File: src/rtl/arb_pkg.sv
// Shared types and sizes for the 8-way round-robin arbiter.
package arb_pkg;

  localparam int unsigned N_REQ = 8;
  localparam int unsigned IDX_W = 3;

  typedef enum logic {
    ST_IDLE  = 1'b0,
    ST_GRANT = 1'b1
  } arb_state_t;

  // First set request bit searching upward from last+1, wrapping 7->0.
  function automatic logic [IDX_W-1:0] rr_pick(input logic [N_REQ-1:0] req,
                                               input logic [IDX_W-1:0] last);
    logic [IDX_W-1:0] idx;
    logic [IDX_W-1:0] pick;
    pick = last;
    // Walk from the farthest candidate down so the nearest one wins.
    for (int k = int'(N_REQ); k > 0; k--) begin
      idx = last + IDX_W'(k);
      if (req[idx]) pick = idx;
    end
    return pick;
  endfunction

endpackage

File: src/rtl/rr_arb8_if.sv
// Request/grant bus between requesters and the round-robin arbiter.
interface rr_arb8_if;
  import arb_pkg::*;

  logic [N_REQ-1:0] req;
  logic             done;
  logic [N_REQ-1:0] grant;
  logic [IDX_W-1:0] grant_idx;
  logic             busy;
  logic             timeout;

  modport master (output req, output done,
                  input grant, input grant_idx, input busy, input timeout);
  modport slave  (input req, input done,
                  output grant, output grant_idx, output busy, output timeout);
endinterface

File: src/rtl/dec3to8.sv
// 3-bit binary index to 8-bit one-hot decode.
module dec3to8
  import arb_pkg::*;
(
  input  logic [IDX_W-1:0] idx,
  output logic [N_REQ-1:0] onehot_c
);

  always_comb begin
    onehot_c      = '0;
    onehot_c[idx] = 1'b1;
  end

endmodule

File: src/rtl/rr_arb8.sv
// Round-robin arbiter for 8 requesters with a hold limit that forces release.
module rr_arb8
  import arb_pkg::*;
#(
  parameter int unsigned HOLD_MAX = 15
) (
  input  logic      clk,
  input  logic      rst,
  rr_arb8_if.slave  bus
);

  localparam logic [3:0] HOLD_LAST = 4'(HOLD_MAX - 1);

  arb_state_t       state, state_nxt;
  logic [IDX_W-1:0] idx_q, idx_nxt;
  logic [IDX_W-1:0] last_q, last_nxt;
  logic [3:0]       cnt_q, cnt_nxt;
  logic             tmo_nxt;
  logic             timeout_q;
  logic             busy_q;
  logic [N_REQ-1:0] grant_q;
  logic [N_REQ-1:0] dec_c;

  // Decode the next index so the grant vector itself can be registered.
  dec3to8 u_dec (
    .idx      (idx_nxt),
    .onehot_c (dec_c)
  );

  always_ff @(posedge clk or posedge rst) begin
    if (rst) begin
      state     <= ST_IDLE;
      idx_q     <= '0;
      last_q    <= IDX_W'(N_REQ - 1);
      cnt_q     <= '0;
      timeout_q <= 1'b0;
      busy_q    <= 1'b0;
      grant_q   <= '0;
    end else begin
      state     <= state_nxt;
      idx_q     <= idx_nxt;
      last_q    <= last_nxt;
      cnt_q     <= cnt_nxt;
      timeout_q <= tmo_nxt;
      busy_q    <= (state_nxt == ST_GRANT);
      grant_q   <= (state_nxt == ST_GRANT) ? dec_c : '0;
    end
  end

  always_comb begin
    state_nxt = state;
    idx_nxt   = idx_q;
    last_nxt  = last_q;
    cnt_nxt   = cnt_q;
    tmo_nxt   = 1'b0;
    case (state)
      ST_IDLE: begin
        if (|bus.req) begin
          state_nxt = ST_GRANT;
          idx_nxt   = rr_pick(bus.req, last_q);
          cnt_nxt   = '0;
        end
      end
      ST_GRANT: begin
        // A voluntary release outranks the hold limit: no timeout pulse then.
        if (bus.done || !bus.req[idx_q]) begin
          state_nxt = ST_IDLE;
          last_nxt  = idx_q;
        end else if (cnt_q == HOLD_LAST) begin
          state_nxt = ST_IDLE;
          last_nxt  = idx_q;
          tmo_nxt   = 1'b1;
        end else begin
          cnt_nxt = cnt_q + 4'd1;
        end
      end
      default: state_nxt = ST_IDLE;
    endcase
  end

  assign bus.grant     = grant_q;
  assign bus.grant_idx = idx_q;
  assign bus.busy      = busy_q;
  assign bus.timeout   = timeout_q;

endmodule

File: src/flat_wrapper.sv
// flat-port wrapper written by rule: the top's interface ports become plain ports
module rr_arb8_flat import arb_pkg::*;
#(
  parameter int unsigned HOLD_MAX = 15
)
  (clk, rst, bus_req, bus_done, bus_grant, bus_grant_idx, bus_busy, bus_timeout);
  rr_arb8_if bus_i ();
  input  logic clk;
  input  logic rst;
  input wire logic [$bits(bus_i.req)-1:0] bus_req;
  input wire logic [$bits(bus_i.done)-1:0] bus_done;
  output wire logic [$bits(bus_i.grant)-1:0] bus_grant;
  output wire logic [$bits(bus_i.grant_idx)-1:0] bus_grant_idx;
  output wire logic [$bits(bus_i.busy)-1:0] bus_busy;
  output wire logic [$bits(bus_i.timeout)-1:0] bus_timeout;
  assign bus_i.req = bus_req;
  assign bus_i.done = bus_done;
  assign bus_grant = bus_i.grant;
  assign bus_grant_idx = bus_i.grant_idx;
  assign bus_busy = bus_i.busy;
  assign bus_timeout = bus_i.timeout;
  rr_arb8 #(.HOLD_MAX(HOLD_MAX)) u_core (.clk(clk), .rst(rst), .bus(bus_i));
endmodule
File: config.mk
export PLATFORM = sky130hd
export DESIGN_NAME = rr_arb8_flat
export DESIGN_NICKNAME = d
export VERILOG_FILES = /design/src/rtl/arb_pkg.sv /design/src/rtl/rr_arb8_if.sv /design/src/rtl/dec3to8.sv /design/src/rtl/rr_arb8.sv /design/src/flat_wrapper.sv
export SDC_FILE = /design/constraint.sdc
export NUM_CORES = 1
export LEC_CHECK = 0
export ABC_CLOCK_PERIOD_IN_PS = 7400
export CORE_UTILIZATION = 30
export CTS_BUF_LIST = sky130_fd_sc_hd__clkbuf_16
export DETAILED_ROUTE_END_ITERATION = 10
export GPL_ROUTABILITY_DRIVEN = 1
export GPL_TIMING_DRIVEN = 0
export PLACE_DENSITY = 0.56
export SLEW_MARGIN = 20
export SYNTH_ARGS = -nofsm -noshare
export SYNTH_HDL_FRONTEND = slang
export SYNTH_HIERARCHICAL = 1
export SYNTH_SLANG_ARGS = --single-unit
export TNS_END_PERCENT = 10
File: constraint.sdc
create_clock -name clk -period 7.4 [get_ports clk]
set_input_delay 1.11 -clock clk [delete_from_list [all_inputs] [get_ports clk]]
set_output_delay 1.11 -clock clk [all_outputs]
set_load 0.02 [all_outputs]
==> results of run 1 <==
[critical path, cell delays in order, from the launching register on]
cell      delay [ns]
dfstp_2         0.54
buf_6           0.12
buf_2           0.24
inv_1           0.21
ha_1            0.32
clkbuf_1        0.31
mux4_2          0.44
mux2_2          0.31
a311oi_1        0.31
o311ai_1        0.14
a21oi_1         0.49
and3b_2         0.26
and2_1          0.13
[power by group through the flow]
stage / combinational, mW / clock, mW / sequential, mW
6_report: 0.770 / 0.108 / 0.189
4_1_cts: 0.769 / 0.110 / 0.190
2_1_floorplan: 0.564 / 0 / 0.210
5_1_grt: 0.842 / 0.117 / 0.195
3_5_place_dp: 0.767 / 0 / 0.191
3_3_place_gp: 0.766 / 0 / 0.191
[logic make-up (layout without fill, tap and decap cells)]
| kind of cell | Yosys count | in the layout | synth area share [%] |
|---|---|---|---|
| simple gates | 53 | 53 | 17.8 |
| mux | 31 | 31 | 28.6 |
| xor+xnor | 3 | 3 | 1.56 |
| compound gates | 30 | 30 | 13.3 |
| fa+ha+maj | 4 | 4 | 2.98 |
| buf+inv | 18 | 45 | 5.73 |
| flops | 20 | 20 | 30.0 |
[worst max path at each step]
stage                                start             endpoint  slack (ns)  depth (start not counted)
after floorplan           u_core/last_q[0]  u_core/bus.grant[5]        4.07                         12
after global placement          bus_req[4]  u_core/bus.grant[5]        3.37                          8
after detailed placement        bus_req[5]  u_core/bus.grant[5]        3.36                          8
after CTS                 u_core/last_q[0]  u_core/bus.grant[5]        3.47                         12
after global routing      u_core/last_q[0]  u_core/bus.grant[5]        3.23                         12
final                     u_core/last_q[0]  u_core/bus.grant[5]        3.47                         12
[flip-flops by register name (all words and copies together), names as in the netlist]
name / cells
u_core/bus.busy: 1
u_core/last_q: 3
u_core/cnt_q: 4
u_core/bus.grant: 8
u_core/bus.timeout: 1
u_core/bus.grant_idx: 3
[layer usage]
layer	up-vias	track usage, %	part of all wire, %	wire, um
met5	-	0	0	0
met2	37	21.3	47	1790
met4	0	2.50	0.55	21
li1	662	-	-	-
met1	685	19.5	47	1790
met3	2	2.86	5.3	202
[metrics by stage]
step | instances | utilization (%) | setup slack [ns] | cell area [um^2]
5_1_grt | 256 | 39.7 | 3.23 | 2080
3_3_place_gp | 252 | 38.2 | 3.37 | 2000
6_report | 256 | 39.7 | 3.47 | 2080
2_1_floorplan | 159 | - | 4.07 | 1680
3_5_place_dp | 252 | 38.2 | 3.36 | 2000
4_1_cts | 256 | 39.7 | 3.47 | 2080
[cells in the final DEF, fill, tap and decap left out, types with 2 or more instances in the layout]
| cell | count |
|---|---|
| xnor2_1 | 2 |
| mux2_2 | 9 |
| nand3_1 | 5 |
| and3b_2 | 3 |
| mux2i_1 | 8 |
| dfstp_2 | 3 |
| ha_1 | 4 |
| nor3b_1 | 4 |
| a211oi_1 | 2 |
| clkbuf_1 | 2 |
| buf_2 | 2 |
| nor4_1 | 2 |
| o31ai_1 | 2 |
| o211ai_1 | 4 |
| nand2b_1 | 4 |
| nor2b_1 | 2 |
| o311ai_1 | 2 |
| nand2_1 | 8 |
| nor3_1 | 3 |
| buf_6 | 3 |
| a31oi_1 | 2 |
| and2_1 | 8 |
| a22oi_1 | 3 |
| clkbuf_16 | 3 |
| o21ai_0 | 3 |
| nor2_1 | 9 |
| inv_1 | 11 |
| dfrtp_1 | 17 |
| mux4_2 | 11 |
| clkdlybuf4s50_1 | 23 |
| a21oi_1 | 4 |
[final cells by class]
type | count | area [um^2] | area share (%)
Multi-Input combinational cell | 121 | 1080 | 52.0
Sequential cell | 20 | 504 | 24.3
Timing Repair Buffer | 23 | 230 | 11.1
Tap cell | 70 | 87.6 | 4.22
Clock buffer | 3 | 75.1 | 3.61
Buffer | 8 | 58.8 | 2.83
Inverter | 10 | 37.5 | 1.81
Clock inverter | 1 | 3.75 | 0.181
==> flow_metrics.env, run 1 <==
export IMPL_ant_nets=0
export IMPL_ys_warn_count=6
export IMPL_power_switching_uw=480
export IMPL_finClkSkew_ns=0.00275
export IMPL_clock_power_share_pct=10.1
export IMPL_power_share_switching_pct=45.0
export IMPL_antennaDiodeCount=0
export IMPL_synth_seq_area_share_pct=30.0
export IMPL_min_from="u_core/cnt_q[3]"
export IMPL_final_nets=202
export IMPL_post_route_drc_count=0
export IMPL_reg2regPathDepth=12
export IMPL_grt_usage_pct=13.7
export IMPL_hold_depth=1
export IMPL_whs_endpoint="u_core/cnt_q[3]"
export IMPL_power_density_nw_per_um2=514
export IMPL_antenna_found_initial=0
export IMPL_finalSetupTns_ns=0
export IMPL_worstSetupEndpointType="register"
export IMPL_min_period_ns=3.93
export IMPL_cts_buffers=3
export IMPL_dp_hpwl_um=2930
export IMPL_die_x_um=76.8
export IMPL_gr_total_overflow=0
export IMPL_grt_pass1_wl_um=6370
export IMPL_ys_flop_type="dfrtp_1"
export IMPL_p_leak_nw=0.837
export IMPL_hold_ws_ns=0.502
export IMPL_synth_top_area_cell="dfrtp_1"
export IMPL_p_total_mw=1.07
export IMPL_cp_arrival_ns=4.06
export IMPL_vias_per_cell=5.41
export IMPL_finalHoldViolCount=0
export IMPL_power_frac_comb_pct=72.1
export IMPL_synth_area_um2=1680
export IMPL_synth_commonest_cells="dfrtp_1, mux4_2, inv_1"
export IMPL_htree_levels=1
export IMPL_r2r_end="u_core/bus.grant[5]"
export IMPL_status="finished clean"
export IMPL_port_buffer_count=23
export IMPL_root_buffer="clkbuf_16"
export IMPL_area_growth_pct=23.6
export IMPL_drive_gt1_share_pct=21.0
export IMPL_clk_path_buf_depth=2
export IMPL_slew_headroom_pct=43.0
export IMPL_finalCritPeriodShare_pct=53.1
export IMPL_setup_violations_final=0
export IMPL_syn_avg_cell_area_um2=10.6
export IMPL_vias=1386
export IMPL_peakVddDrop_uv=262
export IMPL_die_h_um=76.8
export IMPL_insertion_delay_ns=0.25
export IMPL_fmax_mhz=255
export IMPL_clock_sinks=20
export IMPL_synth_edff_count=0
export IMPL_wl_per_cell_um=14.9
export IMPL_synth_cell_types=47
export IMPL_rows=26
export IMPL_core_um2=5240
export IMPL_rrSetupSlack_ns=3.47
export IMPL_drv_cap=0
export IMPL_syn_nets=174
export IMPL_yosys_top_cells_area="dfrtp_1, mux4_2, mux2_2"
export IMPL_start_util_pct=32.1
export IMPL_synthCells=159
export IMPL_start_kind="register"
export IMPL_postCtsSetupRepairBufs=0
export IMPL_gp_congestion=0.859
export IMPL_io_pins=24
export IMPL_cts_hold_buf=0
export IMPL_grt_setup_unrepaired="no"
export IMPL_internal_power_uw=587
export IMPL_holdCritPathClass="reg -> reg"
export IMPL_seqPwrFrac_pct=17.7
export IMPL_cts_resized=0
export IMPL_synth_top_area_share_pct=25.3
export IMPL_synth_seq_cells=20
export IMPL_async_flop_share_pct=100
export IMPL_path_max_fanout=10
export IMPL_die_area_um2=5900
export IMPL_worstMarginPinSlew_ns=0.842
export IMPL_clkTransAtPathRegs_ns=0.05
export IMPL_synth_most_common_cell="dfrtp_1"
export IMPL_routed_wl_um=3810
export IMPL_grt_pass1_vias=1273
export IMPL_grt_max_degree=21
export IMPL_r2r_start="u_core/last_q[0]"
export IMPL_slew_violations=0
export IMPL_first_pass_iters=4
export IMPL_cts_tree="done"
export IMPL_drtIter0Drc=59
export IMPL_required_ns=7.54
export IMPL_fillCellCount=512
export IMPL_path_class="reg -> reg"
Note: power is estimated with default switching activity, not from simulation.
==> run 2: changes to the inputs <==
ABC_CLOCK_PERIOD_IN_PS = 4100   (was 7400)
clock period = 4.1 ns   (was 7.4 ns; I/O delays follow)
==> run 2 against run 1 <==
Fmax rose by 3.2%. Sequential cell count did not move. Die area did not move. Combinational power rose by 83%. Critical path depth rose by 1. Via count rose by 0.65%. Total power rose by 82%. Final cell count did not move. Clock skew barely moved. Core utilization rose by 0.072 points. Critical endpoint is now u_core/bus.grant[3]. Largest power group unchanged.
==> flow_metrics.env, run 2 (synthesis gave the netlist of run 1 again) <==
export IMPL_port_buffer_count=23
export IMPL_antennaDiodeCount=0
export IMPL_htree_levels=1
export IMPL_ant_nets=0
export IMPL_die_area_um2=5900
export IMPL_finalCritPeriodShare_pct=92.8
export IMPL_root_buffer="clkbuf_16"
export IMPL_holdCritPathClass="reg -> reg"
export IMPL_fillCellCount=510
export IMPL_antenna_found_initial=0
export IMPL_rows=26
export IMPL_hold_ws_ns=0.504
export IMPL_path_max_fanout=10
export IMPL_clock_sinks=20
export IMPL_routed_wl_um=3850
export IMPL_clk_path_buf_depth=2
export IMPL_setup_violations_final=0
export IMPL_slew_headroom_pct=41.1
export IMPL_post_route_drc_count=0
export IMPL_path_class="reg -> reg"
export IMPL_postCtsSetupRepairBufs=0
export IMPL_area_growth_pct=23.8
export IMPL_pre_cts_slack_ns=0.176
export IMPL_cp_arrival_ns=3.94
export IMPL_drive_gt1_share_pct=21.5
export IMPL_fmax_mhz=263
export IMPL_cts_hold_buf=0
export IMPL_dp_hpwl_um=2930
export IMPL_status="finished clean"
export IMPL_cts_buffers=3
export IMPL_io_pins=24
export IMPL_insertion_delay_ns=0.25
export IMPL_cts_tree="done"
export IMPL_min_period_ns=3.80
export IMPL_grt_setup_unrepaired="no"
export IMPL_vias=1395
export IMPL_final_nets=202
export IMPL_grt_max_degree=21
export IMPL_drv_cap=0
export IMPL_finalHoldViolCount=0
export IMPL_vias_per_cell=5.45
export IMPL_fin_ws_ns=0.295
export IMPL_die_h_um=76.8
export IMPL_power_density_nw_per_um2=934
export IMPL_start_util_pct=32.1
export IMPL_mostFrequentLayoutCells="clkdlybuf4s50_1, dfrtp_1, inv_1, mux4_2"
export IMPL_drtIter0Drc=68
export IMPL_worstSetupEndpointType="register"
export IMPL_largest_register_ffs=8
export IMPL_first_pass_iters=4
export IMPL_start_kind="register"
export IMPL_grt_usage_pct=13.7
export IMPL_p_leak_nw=0.838
export IMPL_finalSetupTns_ns=0
export IMPL_final_common_cell="clkdlybuf4s50_1"
export IMPL_gr_total_overflow=0
export IMPL_slew_violations=0
export IMPL_core_um2=5240
export IMPL_clkTransAtPathRegs_ns=0.05
export IMPL_die_x_um=76.8
export IMPL_grt_pass1_vias=1273
export IMPL_worstMarginPinSlew_ns=0.870
export IMPL_rrSetupSlack_ns=0.30
export IMPL_wl_per_cell_um=15.0
export IMPL_required_ns=4.24
export IMPL_finClkSkew_ns=0.00274
export IMPL_peakVddDrop_uv=477
export IMPL_gp_congestion=0.859
export IMPL_grt_pass1_wl_um=6370
## run 2: path summary, 6_finish.rpt
check / cells after the start / startpoint / endpoint
max: 13 / u_core/last_q[0] / u_core/bus.grant[3]
min: 1 / u_core/cnt_q[3] / u_core/cnt_q[3]
max reg2reg: 13 / u_core/last_q[0] / u_core/bus.grant[3]
min reg2reg: 1 / u_core/cnt_q[3] / u_core/cnt_q[3]
max in group asynchronous: 2 / rst / u_core/bus.grant[0]
min in group asynchronous: 2 / rst / u_core/cnt_q[2]
## run 2: per-stage QoR
step / instances / total power, mW / area, um^2 / utilization [%]
final: 256 / 1.94 / 2080 / 39.7
after global routing: 256 / 2.09 / 2080 / 39.7
after CTS: 256 / 1.93 / 2080 / 39.7
after detailed placement: 252 / 1.73 / 2000 / 38.2
after global placement: 252 / 1.73 / 2000 / 38.2
after floorplan: 159 / 1.40 / 1680 / -
## run 2: critical path: stages (launching register included)
cell	delay, ns
dfstp_2	0.54
buf_6	0.12
buf_2	0.24
inv_1	0.21
ha_1	0.32
clkbuf_1	0.32
mux4_2	0.44
mux2i_2	0.31
and3_1	0.23
a221oi_2	0.07
mux2i_1	0.16
o311ai_1	0.27
and3b_2	0.31
and2_1	0.13
## run 2: timing repair
item / 4_1_cts / 5_1_grt
endpoints found under the setup margin: 0 / 5
hold endpoints to repair: 0 / 0
gates resized for setup: 0 / 1
## run 2: power breakdown
group | internal, mW | switching [mW]
registers | 0.278 | 0.0631
clock network | 0.130 | 0.0656
logic | 0.655 | 0.753
total | 1.06 | 0.882
## run 2: per-layer routing
| metal | vias to the layer above | track usage (%) | part of all wire (%) |
|---|---|---|---|
| li1 | 659 | - | - |
| met1 | 697 | 19.5 | 48 |
| met2 | 37 | 21.3 | 47 |
| met3 | 2 | 2.86 | 4.1 |
| met4 | 0 | 2.50 | 0.55 |
| met5 | - | 0 | 0 |
## run 2: layout make-up
cell class                 count  area, um^2  area share (%)
timing repair buffer          23         230            11.1
buffer                         8        58.8            2.83
multi-input combinational    121        1080            52.1
clock inverter                 1        3.75           0.180
clock buffer                   3        75.1            3.61
sequential                    20         504            24.2
tap                           70        87.6            4.21
inverter                      10        37.5            1.80
==> run 3: changes to the inputs <==
TNS_END_PERCENT = 1   (was 10)
==> results of run 3 <==
Same layout as run 2: the final DEF is identical, and so are final timing and power.
==> variant 1, RTL diff (flow settings as in run 3) <==
`HOLD_MAX` is set to 15 in 2 places; all go to 8.
--- a/src/rtl/rr_arb8.sv
+++ b/src/rtl/rr_arb8.sv
@@ -2,7 +2,7 @@
 module rr_arb8
   import arb_pkg::*;
 #(
-  parameter int unsigned HOLD_MAX = 15
+  parameter int unsigned HOLD_MAX = 8
 ) (
   input  logic      clk,
   input  logic      rst,
--- a/src/flat_wrapper.sv
+++ b/src/flat_wrapper.sv
@@ -1,7 +1,7 @@
 // flat-port wrapper written by rule: the top's interface ports become plain ports
 module rr_arb8_flat import arb_pkg::*;
 #(
-  parameter int unsigned HOLD_MAX = 15
+  parameter int unsigned HOLD_MAX = 8
 )
   (clk, rst, bus_req, bus_done, bus_grant, bus_grant_idx, bus_busy, bus_timeout);
   rr_arb8_if bus_i ();
Behaviour: not the same (Yosys sat finds a counterexample within 10 cycles, from zero or initial values and one cycle with rst high).
==> variant 1 against run 3 <==
  * Non-clock buffer count rose by 1
  * Via count rose by 0.22%
  * Wire length rose by 1.6%
  * Synthesized area barely moved
  * Fmax rose by 0.88%
  * Sequential cell count did not move
  * Setup slack improved by 0.033 ns
  * Critical path type unchanged
  * Global-route usage rose by 0.88 points
  * Critical path depth fell by 1
  * Largest cell class unchanged
  * Sequential share of layout area fell by 0.27 points
  * Power rose by 1.7%
  * Final area rose by 1.1%
==> variant 1: results <==
{
  "yosys-top-cells-count": "dfrtp_1, inv_1, mux4_2, mux2_2, nor2_1",
  "io_buffer_count": 23,
  "timing.critical_path.arrival_ns": 3.92,
  "gp_congestion": 0.795,
  "fmaxAchievable_ghz": 0.265,
  "critical-path-max-stage-delay_ns": 0.54,
  "adder_cell_area_share_of_the_yosys_netlist_pct": 2.23,
  "dp_hpwl_um": 2910,
  "global_route.usage.met2_pct": 22.8,
  "cts-buffers-inserted": 3,
  "globalRouteTotalUtil_pct": 14.5,
  "detailedPlace.worstSlack_ns": 0.337,
  "cpLargestDelayFamily": "compound AO/OA/AOI/OAI gates",
  "layout.nets": 204,
  "grt_max_degree": 21,
  "share_of_flip_flops_with_an_asynchronous_set_or_reset_after_synthesis_pct": 100,
  "antenna_violations_before_repair": 0,
  "syn_nets": 176,
  "ys_seq_area_share_pct": 30.0,
  "clk_transition_reported_paths_ns": 0.06,
  "netlist-cell-type-count": 47,
  "length_of_the_first_detailed_routing_pass_in_iterations": 4,
  "wire_per_inst_um": 15.1,
  "clock-root-buffer": "clkbuf_16",
  "syn_avg_cell_area_um2": 10.4,
  "use_met3_pct": 2.50,
  "crit_slowest_cell": "dfstp_2",
  "synth_warnings": 6,
  "wire_length_of_the_first_global_routing_pass_um": 6930,
  "synth_compound_area_share_pct": 13.0,
  "first_global_vias": 1373,
  "drtIter0Drc": 67,
  "met2WireLength_um": 1800,
  "synth_xor_xnor_area_share_pct": 1.56,
  "postRouteWirelength_um": 3910,
  "timing_worst_slew_pin_value_ns": 0.820,
  "outcome": "completed",
  "power.leakage_nw": 0.851,
  "clock_path_buffers": 2,
  "hold-worst-slack_ns": 0.513,
  "use_met1_pct": 21.1,
  "dr_wl_met3_um": 121,
  "dp_cells": 255,
  "reg2reg_setup_slack_ns": 0.33,
  "clock_skew_ns": 0.00348,
  "cts_repair_resize_count": 0,
  "top_signal_layer_used": "met4",
  "ir_worst_vdd_mv": 0.363,
  "wl_met1_um": 1960,
  "route.detailed.vias_per_inst": 5.40,
  "timing.critical_path.fanout_max": 10,
  "min-delay-path-class": "reg2reg",
  "synth.area.top_cells": "dfrtp_1, mux4_2, mux2_2",
  "synth-edff-count": 0,
  "drive_above_1_share_pct": 21.7,
  "post-cts-setup-buffer-count": 0,
  "post_synth_mux_area_share_pct": 28.0,
  "diodes": 0
}
## variant 1: path summary, 6_finish.rpt
kind	from	to	depth (start not counted)
max in group asynchronous	rst	u_core/bus.grant[2]$_DFF_PP0_	2
max reg2reg	u_core/last_q[0]$_DFFE_PP1P_	u_core/bus.grant[5]$_DFF_PP0_	12
min reg2reg	u_core/cnt_q[0]$_DFFE_PP0P_	u_core/cnt_q[0]$_DFFE_PP0P_	1
min	u_core/cnt_q[0]$_DFFE_PP0P_	u_core/cnt_q[0]$_DFFE_PP0P_	1
max	u_core/last_q[0]$_DFFE_PP1P_	u_core/bus.grant[5]$_DFF_PP0_	12
min in group asynchronous	rst	u_core/cnt_q[1]$_DFFE_PP0P_	2
## variant 1: logic make-up after synthesis
family | after synthesis
buf+inv | 19
compound gates | 30
simple gates | 57
mux | 30
xor+xnor | 3
fa+ha+maj | 3
flops | 20
## variant 1: per-stage QoR
stage | instance area, um2 | util (%)
after floorplan | 1680 | -
after global placement | 2000 | 38.2
after detailed placement | 2000 | 38.2
after CTS | 2100 | 40.2
after global routing | 2100 | 40.2
final | 2100 | 40.2
## variant 1: final cells by class
type                    instances  area [um2]
multi-input cells             123        1080
well taps                      70        87.6
clock buffers                   3        75.1
plain buffers                   9        61.3
flip-flops and latches         20         504
clock inverters                 1        30.0
repair buffers                 23         230
inverters                      10        37.5
fillers                       512        3130
## variant 1: report_power, final
| group | switching, mW | internal, mW | total, mW |
|---|---|---|---|
| logic | 0.714 | 0.642 | 1.36 |
| registers | 0.0706 | 0.280 | 0.351 |
| clock network | 0.0750 | 0.194 | 0.269 |
| total | 0.860 | 1.12 | 1.98 |
==> variant 2, RTL diff (settings of run 3) <==
Made on the original files. Reset style: synchronous (`rst`), changed in one clocked block.
--- a/src/rtl/rr_arb8.sv
+++ b/src/rtl/rr_arb8.sv
@@ -27,7 +27,7 @@
     .onehot_c (dec_c)
   );
 
-  always_ff @(posedge clk or posedge rst) begin
+  always_ff @(posedge clk) begin
     if (rst) begin
       state     <= ST_IDLE;
       idx_q     <= '0;
Behaviour: differs if rst is asserted again (counterexample within 4 cycles, from zero or initial values and one cycle with rst high); with rst held inactive, the same outputs for 10 cycles.
==> variant 2 against run 3 <==
  * First-iteration DRC count up 5.9%
  * Fmax rose by 1.3%
  * Synthesized cell count rose by 13%
  * Setup slack better by 0.048 ns
  * Sequential power decreased by 20%
  * Wire length up 11%
  * Final area grew 4.9%
  * Global-route usage rose by 1.2 points
  * Sequential cell count unchanged
  * Power is 33% lower
  * Synthesized area up 4.5%
==> variant 2: results <==
{
  "critical-path-max-stage-delay_ns": 0.42,
  "clock-root-buffer": "clkbuf_16",
  "gp_congestion": 0.838,
  "wire_per_inst_um": 15.3,
  "timing.critical_path.arrival_ns": 3.90,
  "dp_hpwl_um": 3210,
  "ir_worst_vdd_mv": 0.253,
  "globalRouteTotalUtil_pct": 14.9,
  "clk_transition_reported_paths_ns": 0.06,
  "power_per_cell_area_nw_per_um2": 598,
  "most_used_dff_post_synth": "dfxtp_1",
  "drtIter0Drc": 72,
  "first_global_vias": 1377,
  "netlist_instances": 180,
  "dp_cells": 275,
  "syn_nets": 195,
  "power.net_switching_mw": 0.509,
  "yosys-top-cells-count": "dfxtp_1, nand2_1, mux2i_1, nor2_1",
  "io_buffer_count": 23,
  "detailedPlace.worstSlack_ns": 0.375,
  "postRouteWirelength_um": 4280,
  "grt_max_degree": 13,
  "drive_above_1_share_pct": 17.4,
  "share_of_flip_flops_with_an_asynchronous_set_or_reset_after_synthesis_pct": 0,
  "netlist-cell-type-count": 58,
  "timing_worst_slew_pin_value_ns": 0.511,
  "clock_skew_ns": 0.00356,
  "post-cts-setup-buffer-count": 0,
  "synth.area.top_cells": "dfxtp_1, mux4_2, mux2i_1",
  "ys_seq_area_share_pct": 22.8,
  "cts_repair_resize_count": 0,
  "layout.nets": 223,
  "final_report_max_slew_violation_count": 0,
  "diodes": 0,
  "wire_length_of_the_first_global_routing_pass_um": 7180,
  "placement.cell_area_um2": 2080,
  "outcome": "completed",
  "length_of_the_first_detailed_routing_pass_in_iterations": 4,
  "min-delay-path-class": "reg2reg",
  "power.leakage_nw": 0.860,
  "synth_warnings": 6,
  "detailroute.via_count": 1546,
  "crit_slowest_cell": "mux4_1"
}
==> variant 2: cells by family (layout without fill, tap and decap cells) <==
logic type,Yosys count,count (layout),share of synthesized area [%]
AO/OA/AOI/OAI,34,34,13.5
XOR/XNOR,4,4,1.99
adder cells (fa/ha/maj),4,4,2.85
buffers and inverters,15,42,4.84
flip-flops,20,20,22.8
multiplexers,28,28,26.2
AND/OR/NAND/NOR,75,75,27.8
==> variant 2: power groups by stage <==
stage	clock network (mW)	registers (mW)	logic [mW]
6_report	0.263	0.272	0.769
5_1_grt	0.282	0.278	0.833
4_1_cts	0.269	0.273	0.763
3_5_place_dp	0	0.276	0.760
3_3_place_gp	0	0.276	0.760
2_1_floorplan	0	0.306	0.537
==> variant 2: final cells by class <==
cell class | instances | area, um2
buffer | 9 | 62.6
clock buffer | 3 | 75.1
clock inverter | 1 | 30.0
fill | 575 | 3390
inverter | 6 | 22.5
multi-input combinational | 145 | 1270
sequential | 20 | 400
tap | 72 | 90.1
timing repair buffer | 23 | 230
==> variant 2: path summary, 6_finish.rpt <==
kind | start | end | slack [ns] | cells past startpoint
hold reg to reg | u_core/cnt_q[3]$_SDFFE_PP0P_ | u_core/cnt_q[3]$_SDFFE_PP0P_ | 0.49 | 2
hold / removal | u_core/cnt_q[3]$_SDFFE_PP0P_ | u_core/cnt_q[3]$_SDFFE_PP0P_ | 0.49 | 2
setup reg to reg | u_core/last_q[1]$_SDFFE_PP1P_ | u_core/bus.grant[6]$_SDFF_PP0_ | 0.34 | 13
setup / recovery | u_core/last_q[1]$_SDFFE_PP1P_ | u_core/bus.grant[6]$_SDFF_PP0_ | 0.34 | 13
==> variant 2: per-layer routing <==
layer / track usage, % / wire length, um / vias up
met5: 0 / 0 / -
met4: 2.78 / 18 / 0
met3: 2.21 / 192 / 2
met2: 23.7 / 2030 / 43
met1: 21.1 / 2040 / 750
li1: - / - / 751
==> variant 2: worst max-delay path, delay by kind of cell (launching register included) <==
family / cells / cell delay, ns
buffers and inverters: 4 / 1.01
adders and majority gates: 1 / 0.40
AOI/OAI and AO/OA: 1 / 0.17
and+or+nand+nor: 6 / 1.25
muxes: 1 / 0.42
DFF: 1 / 0.38
